File: src/rtl/ppu_slot_scheduler.sv
// Per-frame allocator of PPU entity channels: snapshots requests on frame_end,
// grants pinned requesters first, then the rest round-robin, and commits a double-buffered slot set.
module ppu_slot_scheduler #(
    parameter  int N_REQ  = 8,
    parameter  int N_SLOT = 4,
    parameter  int ENT_W  = 18,
    localparam int IW     = $clog2(N_REQ),
    localparam int DW     = $clog2(N_REQ + 1)
) (
    input  logic                    clk,
    input  logic                    rst_n,
    input  logic                    frame_end,
    input  logic [N_REQ-1:0]        req_valid,
    input  logic [N_REQ-1:0]        req_pinned,
    input  logic [N_REQ*ENT_W-1:0]  req_entity,
    output logic [N_SLOT*ENT_W-1:0] slot_entity,
    output logic [N_SLOT-1:0]       slot_used,
    output logic [N_SLOT*IW-1:0]    slot_owner,
    output logic                    busy,
    output logic                    overflow,
    output logic [DW-1:0]           drop_count
);

    localparam int FW = $clog2(N_SLOT + 1);
    localparam int SW = (N_SLOT > 1) ? $clog2(N_SLOT) : 1;
    localparam logic [ENT_W-1:0] DISABLED = ENT_W'(18'b1111_11_1111_1111_0_000);

    typedef enum logic [2:0] {IDLE, SNAP, PIN, RR, COMMIT} state_t;

    state_t state, next_state;

    logic [N_REQ-1:0]        sh_valid;
    logic [N_REQ-1:0]        sh_pinned;
    logic [N_REQ*ENT_W-1:0]  sh_entity;
    logic [N_SLOT*ENT_W-1:0] back_entity;
    logic [N_SLOT-1:0]       back_used;
    logic [N_SLOT*IW-1:0]    back_owner;
    logic [IW-1:0]           cnt;
    logic [IW-1:0]           rr_ptr;
    logic [IW-1:0]           cur_idx;
    logic [IW-1:0]           last_granted;
    logic                    rr_granted;
    logic [FW-1:0]           fill;
    logic [SW-1:0]           fill_idx;
    logic [DW-1:0]           drop;
    logic                    cand;
    logic [IW:0]             rr_sum;

    assign busy     = (state != IDLE);
    assign fill_idx = fill[SW-1:0];

    always_ff @(posedge clk) begin
        if (!rst_n) state <= IDLE;
        else        state <= next_state;
    end

    always_comb begin
        next_state = state;
        case (state)
            IDLE:    if (frame_end) next_state = SNAP;
            SNAP:    next_state = PIN;
            PIN:     if (cnt == IW'(N_REQ - 1)) next_state = RR;
            RR:      if (cnt == IW'(N_REQ - 1)) next_state = COMMIT;
            COMMIT:  next_state = IDLE;
            default: next_state = IDLE;
        endcase
    end

    // The RR walk starts at rr_ptr and wraps modulo N_REQ, which need not be a power of two.
    always_comb begin
        rr_sum  = {1'b0, rr_ptr} + {1'b0, cnt};
        cur_idx = cnt;
        cand    = 1'b0;
        if (state == RR) begin
            if (rr_sum >= (IW+1)'(N_REQ)) cur_idx = IW'(rr_sum - (IW+1)'(N_REQ));
            else                          cur_idx = rr_sum[IW-1:0];
        end
        if (state == PIN) cand = sh_valid[cur_idx] & sh_pinned[cur_idx];
        if (state == RR)  cand = sh_valid[cur_idx] & ~sh_pinned[cur_idx];
    end

    always_ff @(posedge clk) begin
        if (!rst_n) begin
            for (int s = 0; s < N_SLOT; s++) begin
                slot_entity[s*ENT_W +: ENT_W] <= DISABLED;
                back_entity[s*ENT_W +: ENT_W] <= DISABLED;
            end
            slot_used    <= '0;
            slot_owner   <= '0;
            back_used    <= '0;
            back_owner   <= '0;
            overflow     <= 1'b0;
            drop_count   <= '0;
            rr_ptr       <= '0;
            cnt          <= '0;
            fill         <= '0;
            drop         <= '0;
            rr_granted   <= 1'b0;
            last_granted <= '0;
            sh_valid     <= '0;
            sh_pinned    <= '0;
            sh_entity    <= '0;
        end else begin
            case (state)
                SNAP: begin
                    sh_valid   <= req_valid;
                    sh_pinned  <= req_pinned;
                    sh_entity  <= req_entity;
                    for (int s = 0; s < N_SLOT; s++)
                        back_entity[s*ENT_W +: ENT_W] <= DISABLED;
                    back_used  <= '0;
                    back_owner <= '0;
                    cnt        <= '0;
                    fill       <= '0;
                    drop       <= '0;
                    rr_granted <= 1'b0;
                end
                PIN, RR: begin
                    if (cnt == IW'(N_REQ - 1)) cnt <= '0;
                    else                       cnt <= cnt + 1'b1;
                    if (cand) begin
                        if (fill < FW'(N_SLOT)) begin
                            back_entity[fill_idx*ENT_W +: ENT_W] <= sh_entity[cur_idx*ENT_W +: ENT_W];
                            back_used[fill_idx]                  <= 1'b1;
                            back_owner[fill_idx*IW +: IW]        <= cur_idx;
                            fill                                 <= fill + 1'b1;
                            if (state == RR) begin
                                rr_granted   <= 1'b1;
                                last_granted <= cur_idx;
                            end
                        end else if (drop < DW'(N_REQ)) begin
                            drop <= drop + 1'b1;
                        end
                    end
                end
                // The pointer only advances when someone actually lost out, so an
                // unloaded frame never perturbs the fairness order.
                COMMIT: begin
                    slot_entity <= back_entity;
                    slot_used   <= back_used;
                    slot_owner  <= back_owner;
                    overflow    <= (drop != '0);
                    drop_count  <= drop;
                    if ((drop != '0) && rr_granted) begin
                        if (last_granted == IW'(N_REQ - 1)) rr_ptr <= '0;
                        else                                rr_ptr <= last_granted + 1'b1;
                    end
                end
                default: ;
            endcase
        end
    end

endmodule
File: config.mk
export PLATFORM = sky130hd
export DESIGN_NAME = ppu_slot_scheduler
export DESIGN_NICKNAME = d
export VERILOG_FILES = /design/src/rtl/ppu_slot_scheduler.sv
export SDC_FILE = /design/constraint.sdc
export NUM_CORES = 1
export LEC_CHECK = 0
export BUFFER_PORTS_ARGS = -buffer_cell sky130_fd_sc_hd__buf_2
export CORE_UTILIZATION = 57
export CTS_CLUSTER_SIZE = 8
export DETAILED_ROUTE_END_ITERATION = 8
export GPL_TIMING_DRIVEN = 0
export MAX_ROUTING_LAYER = met4
export PLACE_DENSITY = 0.8
export RECOVER_POWER = 25
export SETUP_SLACK_MARGIN = 0.5
export SLEW_MARGIN = 20
export SYNTH_ARGS = -nofsm -noshare
export SYNTH_HDL_FRONTEND = slang
export SYNTH_SLANG_ARGS = --single-unit
File: constraint.sdc
create_clock -name clk -period 4.5 [get_ports clk]
set_clock_uncertainty 0.15 [all_clocks]
set_input_delay 0.9 -clock clk [delete_from_list [all_inputs] [get_ports clk]]
set_output_delay 0.9 -clock clk [all_outputs]
set_load 0.02 [all_outputs]
==> results of run 1 <==
flip-flops by register name, summed over array words and instances (netlist names):
| signal | count |
|---|---|
| sh_pinned | 8 |
| overflow | 1 |
| rr_ptr | 3 |
| drop | 4 |
| cnt | 3 |
| state | 3 |
| slot_owner | 12 |
| slot_used | 4 |
| last_granted | 3 |
| back_owner | 12 |
| slot_entity | 72 |
| fill | 3 |
| rr_granted | 1 |
| back_entity | 72 |
| back_used | 4 |
| sh_valid | 8 |
| sh_entity | 144 |
| drop_count | 4 |
cell type report:
type | count | area [um^2] | share of cell area [%]
sequential | 361 | 7230 | 37.4
buffer | 145 | 671 | 3.47
clock buffer | 54 | 1340 | 6.93
multi-input combinational | 1350 | 8260 | 42.7
clock inverter | 1 | 7.51 | 0.0388
timing repair buffer | 262 | 1240 | 6.42
antenna | 1 | 2.50 | 0.0129
tap | 378 | 473 | 2.45
inverter | 26 | 97.6 | 0.505
kinds of logic after synthesis:
| group | count (synthesis) |
|---|---|
| xor+xnor | 5 |
| simple gates | 756 |
| buf+inv | 171 |
| fa+ha+maj | 15 |
| compound gates | 418 |
| flops | 361 |
| mux | 156 |
cells in the mapped netlist, types with 5 or more instances:
master	number
a211oi_1	6
a21boi_0	98
a21oi_1	157
a221o_1	15
a31oi_1	9
and3_1	7
buf_1	11
buf_2	13
buf_6	5
clkbuf_1	111
dfxtp_1	361
ha_1	14
inv_1	22
mux2_2	17
mux2i_1	105
mux4_2	24
nand2_1	563
nand3_1	74
nand4_1	6
nor2_1	47
nor2b_1	8
nor3_1	19
nor4_1	10
o211ai_1	7
o21ai_0	33
o21ai_1	5
o221a_2	7
o22ai_1	14
o31ai_1	13
or3_1	8
repair_timing:
item                       in CTS  in global routing
hold endpoints to repair        0                  0
resized for setup              32                 35
setup buffers                   3                  4
pin swaps                       2                  2
setup endpoints to repair      99                 60
metrics by stage:
stage / util (%) / instance area [um^2] / power, mW
6_report: 69.8 / 19300 / 7.47
5_1_grt: 69.8 / 19300 / 7.66
4_1_cts: 69.6 / 19300 / 7.44
3_5_place_dp: 64.2 / 17800 / 4.12
3_3_place_gp: 64.2 / 17800 / 4.11
2_1_floorplan: - / 16000 / 3.83
critical path, stage by stage, from the launching register on:
cell      delay, ps
dfxtp_4         370
ha_1            140
inv_1            40
fa_2            510
clkbuf_4        190
mux4_2          340
mux2i_2         230
mux2i_1         120
xnor2_1         220
nor3_4          390
buf_4           180
buf_6           160
buf_4           220
o21ai_1         180
a221o_1         360
cells in the final DEF, fill, tap and decap left out, types with 4 or more instances in the layout:
| cell | instances |
|---|---|
| a221o_1 | 15 |
| o221a_2 | 7 |
| dfxtp_1 | 359 |
| a22o_1 | 4 |
| mux2i_2 | 7 |
| nor2b_1 | 8 |
| or3_1 | 8 |
| clkbuf_2 | 8 |
| clkbuf_16 | 53 |
| mux2_1 | 4 |
| mux4_2 | 24 |
| nand3_1 | 74 |
| mux2_2 | 17 |
| o31ai_1 | 13 |
| and3_1 | 7 |
| inv_1 | 22 |
| a21oi_1 | 155 |
| buf_2 | 171 |
| a21boi_0 | 98 |
| buf_6 | 8 |
| a22oi_1 | 4 |
| nor2_1 | 46 |
| nand4_1 | 6 |
| o22ai_1 | 13 |
| mux2i_4 | 7 |
| ha_1 | 14 |
| nor3_1 | 17 |
| buf_4 | 7 |
| clkbuf_1 | 195 |
| nor4_1 | 10 |
| nand2_1 | 563 |
| o21ai_2 | 5 |
| o211ai_1 | 7 |
| a32oi_1 | 4 |
| a211oi_1 | 5 |
| a31oi_1 | 9 |
| mux2i_1 | 96 |
| buf_1 | 11 |
| o21ai_0 | 30 |
layer usage:
metal / part of all wire [%] / routed length (um) / track usage, % / vias up
met3: 7.5 / 4180 / 5.74 / 181
met1: 40 / 22200 / 46.7 / 7302
met2: 47 / 26200 / 63.5 / 809
li1: - / - / - / 7137
met5: 0 / 0 / - / -
met4: 6.1 / 3420 / 23.3 / 0
power groups by stage:
stage	clock network, mW	registers, mW	logic [mW]
final	3.36	3.35	0.760
after detailed placement	0	3.41	0.711
after floorplan	0	3.39	0.439
after CTS	3.35	3.35	0.731
after global routing	3.50	3.36	0.807
after global placement	0	3.41	0.700
worst paths after layout:
| kind | endpoint | slack (ps) | depth (start not counted) |
|---|---|---|---|
| max reg2reg | back_entity[53] | 560 | 14 |
| min reg2reg | sh_entity[40] | 300 | 2 |
| min | sh_entity[40] | 300 | 2 |
| max | back_entity[53] | 560 | 14 |
==> out/summary.txt, run 1 <==
Lkg Pwr: 7.28 nW
setup_tns: 0 ps
gr usage total: 39.3%
DRT antenna net count: 0
RSZ-0062 raised after global routing: true
cell area after synthesis: 0.0160 mm^2
crit path DAT: 4220 ps
Setup WS post-layout: 557 ps
top-area cell type share of the netlist area: 45.1%
Pre-antenna DRT Iters: 6
post-synthesis instance total: 1882
WHS: 303 ps
Distinct cells, synth: 79
layout cells sized above 1: 15.8%
Worst Setup Start Kind: register
VDD IR max: 0.000292 V
Post-synth top flop: dfxtp_1
DP Wirelength: 41.8 mm
Hold Violations, Final: 0
Slew @ Worst Pin: 993 ps
crit-path max FO: 10
Post-Layout Cell Count: 2578
NumNets Final: 2375
power density cells: 387 mW/mm^2
fin crit share: 87.6%
Max-Slew Margin vs Limit: 33.8%
crit path launch: cnt[0]
DR WL/cell: 21.7 um
antenna violations before repair: 1
clock buffer depth: 3
XOR/XNOR Fraction of Synth Area: 0.359%
Die ar.: 0.0288 mm^2
initial detailed-routing violation count: 1362
worst r2r src: cnt[0]
Die Y: 170 um
vias in the first global route: 14672
Synth-to-Final Area Change: 20.5%
post-synthesis mux area share: 12.1%
Net Sw Power: 1.85 mW
clk slew on worst S/H paths: 50 ps
CP Capture Type: register
core area: 0.0277 mm^2
Initial Util: 57.9%
Syn Area/Cell: 8.52 um^2
routed wire length: 56.0 mm
status: completed
Tightest Hold Check Type: reg2reg
Synth Area in Adders: 1.22%
EDFF count, synth: 0
first-pass GRT wire length: 83.4 mm
Setup Viol. Count Final: 0
FF+latch count, synth: 361
pre-CTS setup slack: -769 ps
Max-Cap Viols: 0
area leader, netlist: dfxtp_1
CTS sink count: 361
Fmax: 0.254 GHz
Placed Instances: 2515
Worst-Skew Late Latency: 550 ps
YS warnings: 0
Root Driver: clkbuf_16
Synth area leaders: dfxtp_1, nand2_1, mux2i_1, a21oi_1, a21boi_0
post-synthesis async set-or-reset flop share: 0%
TritonCTS Buffers: 51
Rows: 61
Synth Area in Simple Gates: 19.4%
Tmin final: 3940 ps
DR DRC count: 0
Int Pwr: 5.62 mW
TritonCTS clock tree: done
Comb power frac: 10.2%
Synth Net Count: 2060
via count: 15429
Placer Congestion: 0.992
port bufs: 255
fillers: 2290
Required @ worst endpoint: 4780 ps
average vias per placed instance: 5.98
hold buffer count at CTS: 0
I/O Pins: 257
Clock power frac: 44.9%
largest net degree at the start of global routing: 14
sequential power share: 44.9%
Synth Area in Compound Gates: 17.3%
switching share of power: 24.8%
proportion of synthesized chip area in sequential cells: 45.1%
HP Start: sh_entity[40]
GR Overflow Total: 0
width of the die: 170 um
crit path kind: reg2reg
H-tree Lvls: 2
largest family of logic cells by synthesized area: simple AND/OR/NAND/NOR gates
final slew viol count: 0
Power figures use the tool's default switching activity.
==> run 2, diff against run 1 <==
--- a/config.mk
+++ b/config.mk
@@ -6,6 +6,7 @@
 export NUM_CORES = 1
 export LEC_CHECK = 0
 export BUFFER_PORTS_ARGS = -buffer_cell sky130_fd_sc_hd__buf_2
+export CORE_ASPECT_RATIO = 2
 export CORE_UTILIZATION = 57
 export CTS_CLUSTER_SIZE = 8
 export DETAILED_ROUTE_END_ITERATION = 8
==> run 2 against run 1 <==
Net effect:
- setup slack worse by 90 ps
- flip-flop and latch count unchanged
- design area up 1.1%
- combinational power up 11%
- global-route usage up 8.2 points
- utilization up 0.90 points
- via count up 4.3%
- power up 1.3%
- hold slack worse by 3.3 ps
- critical path depth down 3
- sequential share of layout area down 0.40 points
- fmax down 2.2%
- critical path type unchanged
==> out/summary.txt, run 2 (synthesized netlist as in run 1, its figures left out) <==
vias in the first global route: 16522
DP Wirelength: 50.1 mm
VDD IR max: 0.000339 V
WHS: 300 ps
met3 Usage GRT: 10.5%
Hold Violations, Final: 0
DR WL/cell: 25.8 um
DR DRC count: 0
Fmax: 0.248 GHz
Largest Register: sh_entity
CP Capture Type: register
TritonCTS clock tree: done
Top Registers: sh_entity: 144 flops, back_entity: 72 flops, slot_entity: 72 flops
Layout Utilization: 70.7%
first-pass GRT wire length: 96.5 mm
Slew @ Worst Pin: 1140 ps
width of the die: 121 um
via count: 16085
Largest register FFs: 144
Placer Congestion: 1.07
gr usage total: 47.5%
TritonCTS Buffers: 51
most used routing layer: met2
clock buffer depth: 3
Tmin final: 4030 ps
NumNets Final: 2391
H-tree Lvls: 2
Initial Util: 58.0%
clk slew on worst S/H paths: 50 ps
GR Overflow Total: 0
CTS sink count: 361
Max-Cap Viols: 0
final slew viol count: 0
antenna violations before repair: 1
most frequent cells in the layout: nand2_1, dfxtp_1, clkbuf_1
power density cells: 387 mW/mm^2
crit-path max FO: 10
largest net degree at the start of global routing: 14
port bufs: 255
Die ar.: 0.0288 mm^2
M2 GR Usage: 82.2%
layout cells sized above 1: 17.4%
total power: 7.57 mW
status: completed
Worst-Skew Late Latency: 580 ps
fin crit share: 89.6%
Max-Slew Margin vs Limit: 24.1%
average vias per placed instance: 6.26
RSZ-0062 raised after global routing: false
routed wire length: 66.2 mm
commonest non-fill, non-tap cell in the layout: nand2_1
crit path DAT: 4320 ps
Rows: 86
DRT antenna net count: 0
Pre-antenna DRT Iters: 5
I/O Pins: 257
hold buffer count at CTS: 0
Worst Setup Start Kind: register
initial detailed-routing violation count: 1175
Synth-to-Final Area Change: 21.9%
Tightest Hold Check Type: reg2reg
Lkg Pwr: 7.37 nW
Setup Viol. Count Final: 0
Die Y: 239 um
crit path kind: reg2reg
Required @ worst endpoint: 4790 ps
Root Driver: clkbuf_16
met1 Resource Use GR: 37.6%
core area: 0.0277 mm^2
[run 2: cell types whose count changed in the layout (fill, tap and decap cells not counted), sizes merged]
cell      before  now
clkinvlp       1    0
buf          202  216
clkbuf       259  260
clkinv         3    5
inv           23   24
[run 2: what timing repair did]
item                                    CTS  global route
endpoints found under the setup margin   99            78
setup buffers                             8            14
gates resized for setup                  53            49
pin swaps                                 3             6
[run 2: path summary, 6_finish.rpt]
check,start,end,slack (ps),depth (start not counted)
setup / recovery,cnt[0],back_entity[23],470,11
hold / removal,back_used[3],back_used[3],300,2
setup reg to reg,cnt[0],back_entity[23],470,11
hold reg to reg,back_used[3],back_used[3],300,2
[run 2: layer usage]
metal | wire length, um | vias up | share of wire [%]
li1 | - | 7173 | -
met1 | 19000 | 7478 | 29
met2 | 33800 | 945 | 51
met3 | 4160 | 489 | 6.3
met4 | 9300 | 0 | 14
met5 | 0 | - | 0
[run 2: worst max-delay path, cell delays in order, from the launching register on]
cell       delay (ps)
dfxtp_4           360
ha_1              280
buf_2             260
mux2_4            250
buf_6             220
buf_8             220
mux2i_1           520
mux4_2            500
nand2_1           200
o2bb2ai_1         230
mux2_4            350
a221o_1           330
[run 2: final cells by class]
type | count | area [um^2]
multi-input cells | 1350 | 8390
flip-flops and latches | 361 | 7240
well taps | 352 | 440
plain buffers | 145 | 693
inverters | 26 | 97.6
clock buffers | 53 | 1310
fillers | 2136 | 8110
repair buffers | 278 | 1340
diodes | 1 | 2.50
clock inverters | 3 | 33.8
[run 2: where the power goes]
| part | switching [mW] | total (mW) | internal (mW) |
|---|---|---|---|
| clock network | 1.35 | 3.37 | 2.02 |
| logic | 0.551 | 0.840 | 0.289 |
| registers | 0.0645 | 3.36 | 3.29 |
[run 2: stage by stage]
| step | cell area, um^2 | cells | setup TNS, ps | worst slack (ps) |
|---|---|---|---|---|
| final | 19500 | 2569 | 0 | 467 |
| after CTS | 19400 | 2554 | 0 | 501 |
| after global routing | 19500 | 2569 | 0 | 470 |
| after detailed placement | 17800 | 2490 | -22310 | -801 |
| after floorplan | 16000 | 1882 | 0 | 844 |
| after global placement | 17800 | 2489 | -18690 | -865 |
